File: src/rtl/led_frame_buffer.sv
// Double-buffered 2-colour 8x8 frame store feeding the LED matrix scanner.
// Front/back banks swap only on a scanner frame boundary, then the new back is refilled.
module led_frame_buffer #(
    parameter int unsigned NUM_COLORS = 2,
    parameter int unsigned NUM_ROWS   = 8,
    parameter int unsigned ROW_W      = 8
) (
    input  logic             clk,
    input  logic             rst_n,
    input  logic             wr_valid,
    output logic             wr_ready,
    input  logic             wr_color,
    input  logic [2:0]       wr_row,
    input  logic [ROW_W-1:0] wr_data,
    input  logic             clear_req,
    input  logic             commit_req,
    output logic             busy,
    output logic             swap_done,
    input  logic             frame_end,
    input  logic             rd_color,
    input  logic [2:0]       rd_row,
    output logic [ROW_W-1:0] rd_data
);

    localparam int unsigned Entries = 2 * NUM_COLORS * NUM_ROWS;

    typedef enum logic [1:0] {
        StIdle,
        StClear,
        StSwapWait,
        StCopy
    } state_e;

    state_e           state_q, state_d;
    logic [3:0]       idx_q, idx_d;
    logic             fb_sel_q, fb_sel_d;
    logic             pending_q, pending_d;
    logic [ROW_W-1:0] rd_data_q;

    // Entry address is {bank, colour, row}.
    logic [ROW_W-1:0] mem_q [Entries];
    logic             mem_we;
    logic [4:0]       mem_waddr;
    logic [ROW_W-1:0] mem_wdata;

    always_comb begin
        state_d   = state_q;
        idx_d     = idx_q;
        fb_sel_d  = fb_sel_q;
        pending_d = pending_q;
        mem_we    = 1'b0;
        mem_waddr = '0;
        mem_wdata = '0;
        unique case (state_q)
            StIdle: begin
                if (wr_valid) begin
                    mem_we    = 1'b1;
                    mem_waddr = {~fb_sel_q, wr_color, wr_row};
                    mem_wdata = wr_data;
                end
                if (clear_req) begin
                    state_d   = StClear;
                    idx_d     = 4'd0;
                    pending_d = commit_req;
                end else if (commit_req) begin
                    state_d = StSwapWait;
                end
            end
            StClear: begin
                mem_we    = 1'b1;
                mem_waddr = {~fb_sel_q, idx_q};
                if (commit_req) pending_d = 1'b1;
                if (idx_q == 4'd15) begin
                    idx_d   = 4'd0;
                    state_d = (pending_q || commit_req) ? StSwapWait : StIdle;
                end else begin
                    idx_d = idx_q + 4'd1;
                end
            end
            StSwapWait: begin
                if (frame_end) begin
                    fb_sel_d  = ~fb_sel_q;
                    pending_d = 1'b0;
                    idx_d     = 4'd0;
                    state_d   = StCopy;
                end
            end
            StCopy: begin
                // fb_sel has already toggled, so this copies new front into new back.
                mem_we    = 1'b1;
                mem_waddr = {~fb_sel_q, idx_q};
                mem_wdata = mem_q[{fb_sel_q, idx_q}];
                if (idx_q == 4'd15) begin
                    idx_d   = 4'd0;
                    state_d = StIdle;
                end else begin
                    idx_d = idx_q + 4'd1;
                end
            end
            default: state_d = StIdle;
        endcase
    end

    always_ff @(posedge clk or negedge rst_n) begin
        if (!rst_n) begin
            state_q   <= StIdle;
            idx_q     <= 4'd0;
            fb_sel_q  <= 1'b0;
            pending_q <= 1'b0;
            rd_data_q <= '0;
        end else begin
            state_q   <= state_d;
            idx_q     <= idx_d;
            fb_sel_q  <= fb_sel_d;
            pending_q <= pending_d;
            rd_data_q <= mem_q[{fb_sel_q, rd_color, rd_row}];
        end
    end

    always_ff @(posedge clk or negedge rst_n) begin
        if (!rst_n) begin
            for (int i = 0; i < Entries; i++) mem_q[i] <= '0;
        end else if (mem_we) begin
            mem_q[mem_waddr] <= mem_wdata;
        end
    end

    assign busy      = (state_q != StIdle);
    assign wr_ready  = ~busy;
    assign swap_done = (state_q == StCopy) && (idx_q == 4'd0);
    assign rd_data   = rd_data_q;

endmodule

File: config.mk
export PLATFORM = sky130hd
export DESIGN_NAME = led_frame_buffer
export DESIGN_NICKNAME = d
export VERILOG_FILES = /design/src/rtl/led_frame_buffer.sv
export SDC_FILE = /design/constraint.sdc
export NUM_CORES = 1
export LEC_CHECK = 0
export ABC_AREA = 1
export BUFFER_PORTS_ARGS = -buffer_cell sky130_fd_sc_hd__buf_2
export CAP_MARGIN = 30
export CORE_MARGIN = 5
export CORE_UTILIZATION = 30
export CTS_CLUSTER_DIAMETER = 50
export DETAILED_ROUTE_END_ITERATION = 8
export MAX_ROUTING_LAYER = met4
export PLACE_DENSITY = 0.44
export REMOVE_ABC_BUFFERS = 1
export SLEW_MARGIN = 5
export SYNTH_ARGS = -nofsm -noshare
export SYNTH_HDL_FRONTEND = slang
export SYNTH_SLANG_ARGS = --single-unit
File: constraint.sdc
create_clock -name clk -period 1.9 [get_ports clk]
set_input_delay 0.19 -clock clk [delete_from_list [all_inputs] [get_ports clk]]
set_output_delay 0.19 -clock clk [all_outputs]
set_load 0.05 [all_outputs]
==> results.cfg <==
[hold_path]
hold_path.class = in -> reg
hold_start = clear_req

[floorplanning]
die_h_um = 242.6
dieArea_um2 = 58870
rows = 85
initial_core_util_pct = 30.23
die_width_um = 242.6
io_pins = 33
coreArea_um2 = 53710

[status]
violations = negative setup slack
outcome = finished, violations left

[timing]
hold_slack_ns = 0.07448
tns_ns = -104.02
period_minus_slack_ns = 2.365
fin_skew_ns = 0.01610
rsz0062_at_grt = yes
setup_viol = 259
max-slew-margin-rel_pct = 62.34
final-hold-violation-count = 0
max_slew.worst_pin.slew_ns = 0.5590
timing.final.crit_share_pct = 124.5
drv_slew = 0
fmax_mhz = 422.9
fin_ws_ns = -0.4646

[synth]
synth_commonest_cells = 893 x nand2_1, 430 x nand3_1, 272 x dfrtp_1
synthFlopType = dfrtp_1
synth_most_common_cell = nand2_1
synth.largest_area_cell = dfrtp_1
synth_seq_cells = 272
synth_warnings = 0
synth_top_area_share_pct = 41.93
synth_cell_type_count = 36
synth.cell_area_um2 = 16230
synth-async-reset-ratio_pct = 100.0
syn_inst = 2319
avgSynthCellArea_um2 = 7.001
ys_seq_area_share_pct = 41.93
synth_edf_count = 0
synth_area_leaders = dfrtp_1 42%, nand2_1 21%, nand3_1 13%

[clock_network]
cts.sink_count = 272
clkTransAtPathRegs_ns = 0.06
cts_root_buffer = clkbuf_16
cts_tree = yes
cts_made_buffers = 49
clock_latency_ns = 0.58
clk_path_buf_depth = 3
h-tree-depth = 2

[global_route]
grt_max_degree = 57
grt_overflow = 0
grt_usage_pct = 25.48
grt_pass1_vias = 17210
grt_pass1_wl_mm = 111.9
antenna_found_initial = 0

[routing]
drc = 0
via_per_inst = 5.479
ant_nets = 0
drt_iter0_drc = 2006
routed_wirelength_mm = 78.51
num_vias = 18090
firstDrtPassIters = 6
routedWlPerCell_um = 23.78

[flow_run]
maxCapViolCount = 0

[power]
powerDensity_nw_per_um2 = 1517
leakagePower_nw = 11.23
vdd_drop_max_uv = 793.2

[placed_design]
dp_slack_ns = -0.4707
dp_cells = 3147
gp_congestion = 0.9166
port_buffers = 32
place_hpwl_mm = 49.71

[critical_path]
critPathMaxStageDelay_ns = 0.51
r2r_slack_ns = -0.46
cp-start-kind = flop
cp-end-kind = flop
worstPathMaxFanout = 11
reg2reg_from = idx_q[0]$_DFFE_PN0P_
startpoint = idx_q[0]$_DFFE_PN0P_
crit_end = mem_q[170]$_DFFE_PN0P_
ff2ff_path_depth = 15
arrival_ns = 2.83
critPathSlowestCell = dfrtp_4
worstSetupPathType = reg -> reg
cp_cell_sequence = buf_8 > buf_12 > buf_4 > buf_16 > nand2_1 > nand2_1 > a21oi_1 > nand3_1 > nand3_1 > nand2_1 > nand2_2 > nand2_8 > buf_12 > nand3_1 > nand2_1
worst_ep_required_time_ns = 2.36
timing.rr.end = mem_q[170]$_DFFE_PN0P_
crit_top_cell = nand2_1

[final_layout]
final_cells = 3301
utilization_pct = 43.78
layout-drive-gt1-share_pct = 30.06
nets = 2598
diodes = 0
syn_to_final_growth_pct = 44.84
## how the worst min path moves through the flow
stage	to	slack, ns	depth (start not counted)
4_1_cts	state_q[1]$_DFFE_PN0P_	0.03	4
3_5_place_dp	mem_q[66]$_DFFE_PN0P_	0.09	1
3_3_place_gp	mem_q[66]$_DFFE_PN0P_	0.09	1
5_1_grt	state_q[1]$_DFFE_PN0P_	0.10	4
2_1_floorplan	fb_sel_q$_DFFE_PN0P_	-0.11	0
6_report	state_q[1]$_DFFE_PN0P_	0.07	4
## report_power, final
part	internal [W]	switching [W]
clock network	0.00575	0.00331
registers	0.00674	0.000875
logic	0.00705	0.0119
## cell usage in the layout, fill, tap and decap left out, drive strengths merged, types with 3 or more instances in the layout
master | synthesis | layout
a21oi | 51 | 51
buf | 72 | 339
bufbuf | 0 | 5
bufinv | 0 | 6
clkbuf | 85 | 66
clkinv | 4 | 14
clkinvlp | 0 | 9
dfrtp | 272 | 272
dlygate4sd3 | 0 | 3
ha | 7 | 7
inv | 58 | 63
nand2 | 909 | 909
nand3 | 432 | 432
nand3b | 8 | 8
nor2 | 190 | 190
o21a | 6 | 6
o21ai | 155 | 155
o221ai | 46 | 46
o22ai | 15 | 15
## sequential cells by signal, summed over array words and instances (netlist names)
name       cells
rd_data        8
idx_q          4
mem_q        256
pending_q      1
fb_sel_q       1
state_q        2
## cell families (layout without fill, tap and decap cells)
logic type / count (synthesis) / in the layout / share of synthesized area [%]
AOI/OAI and AO/OA: 278 / 278 / 10.14
DFF: 272 / 272 / 41.93
buffers and inverters: 219 / 505 / 6.220
xor gates and xnor gates: 1 / 1 / 0.05396
adders and majority gates: 7 / 7 / 0.5395
and+or+nand+nor: 1542 / 1542 / 41.12
## cell type report
cell class / instances / area, um2
Clock buffer: 57 / 1306
Sequential cell: 272 / 6812
Timing Repair Buffer: 356 / 4115
Clock inverter: 30 / 354.1
Tap cell: 696 / 870.8
Fill cell: 5329 / 30190
Inverter: 62 / 269.0
Multi-Input combinational cell: 1828 / 9787
## metal layers
metal | GRT usage (%) | share of wire [%] | vias to the layer above
met2 | 37.89 | 45 | 882
met5 | - | 0 | -
li1 | - | - | 8203
met4 | 8.294 | 3.0 | 0
met1 | 35.03 | 44 | 8849
met3 | 5.171 | 8.8 | 153
## critical path, delay by kind of cell (launching register included)
family	cells	cell delay, ns
AND/OR/NAND/NOR	9	0.81
AO/OA/AOI/OAI	1	0.15
flip-flops	1	0.51
buffers and inverters	5	0.77
## metrics by stage
| stage | total power (W) | instance area (um2) |
|---|---|---|
| finish | 0.03566 | 23510 |
| global route | 0.03693 | 23510 |
| CTS | 0.03360 | 22360 |
| detailed placement | 0.02157 | 19150 |
| global placement | 0.02153 | 19150 |
| floorplan | 0.01269 | 15460 |
## timing repair
item / in CTS / in global routing
endpoints found under the setup margin: 266 / 266
setup buffers: 28 / 10
pin swaps: 40 / 59
hold endpoints to repair: 221 / 0
gates resized for setup: 206 / 171
hold buffers: 3 / 0
gates cloned: 15 / 12
Note: power is estimated with default switching activity, not from simulation.
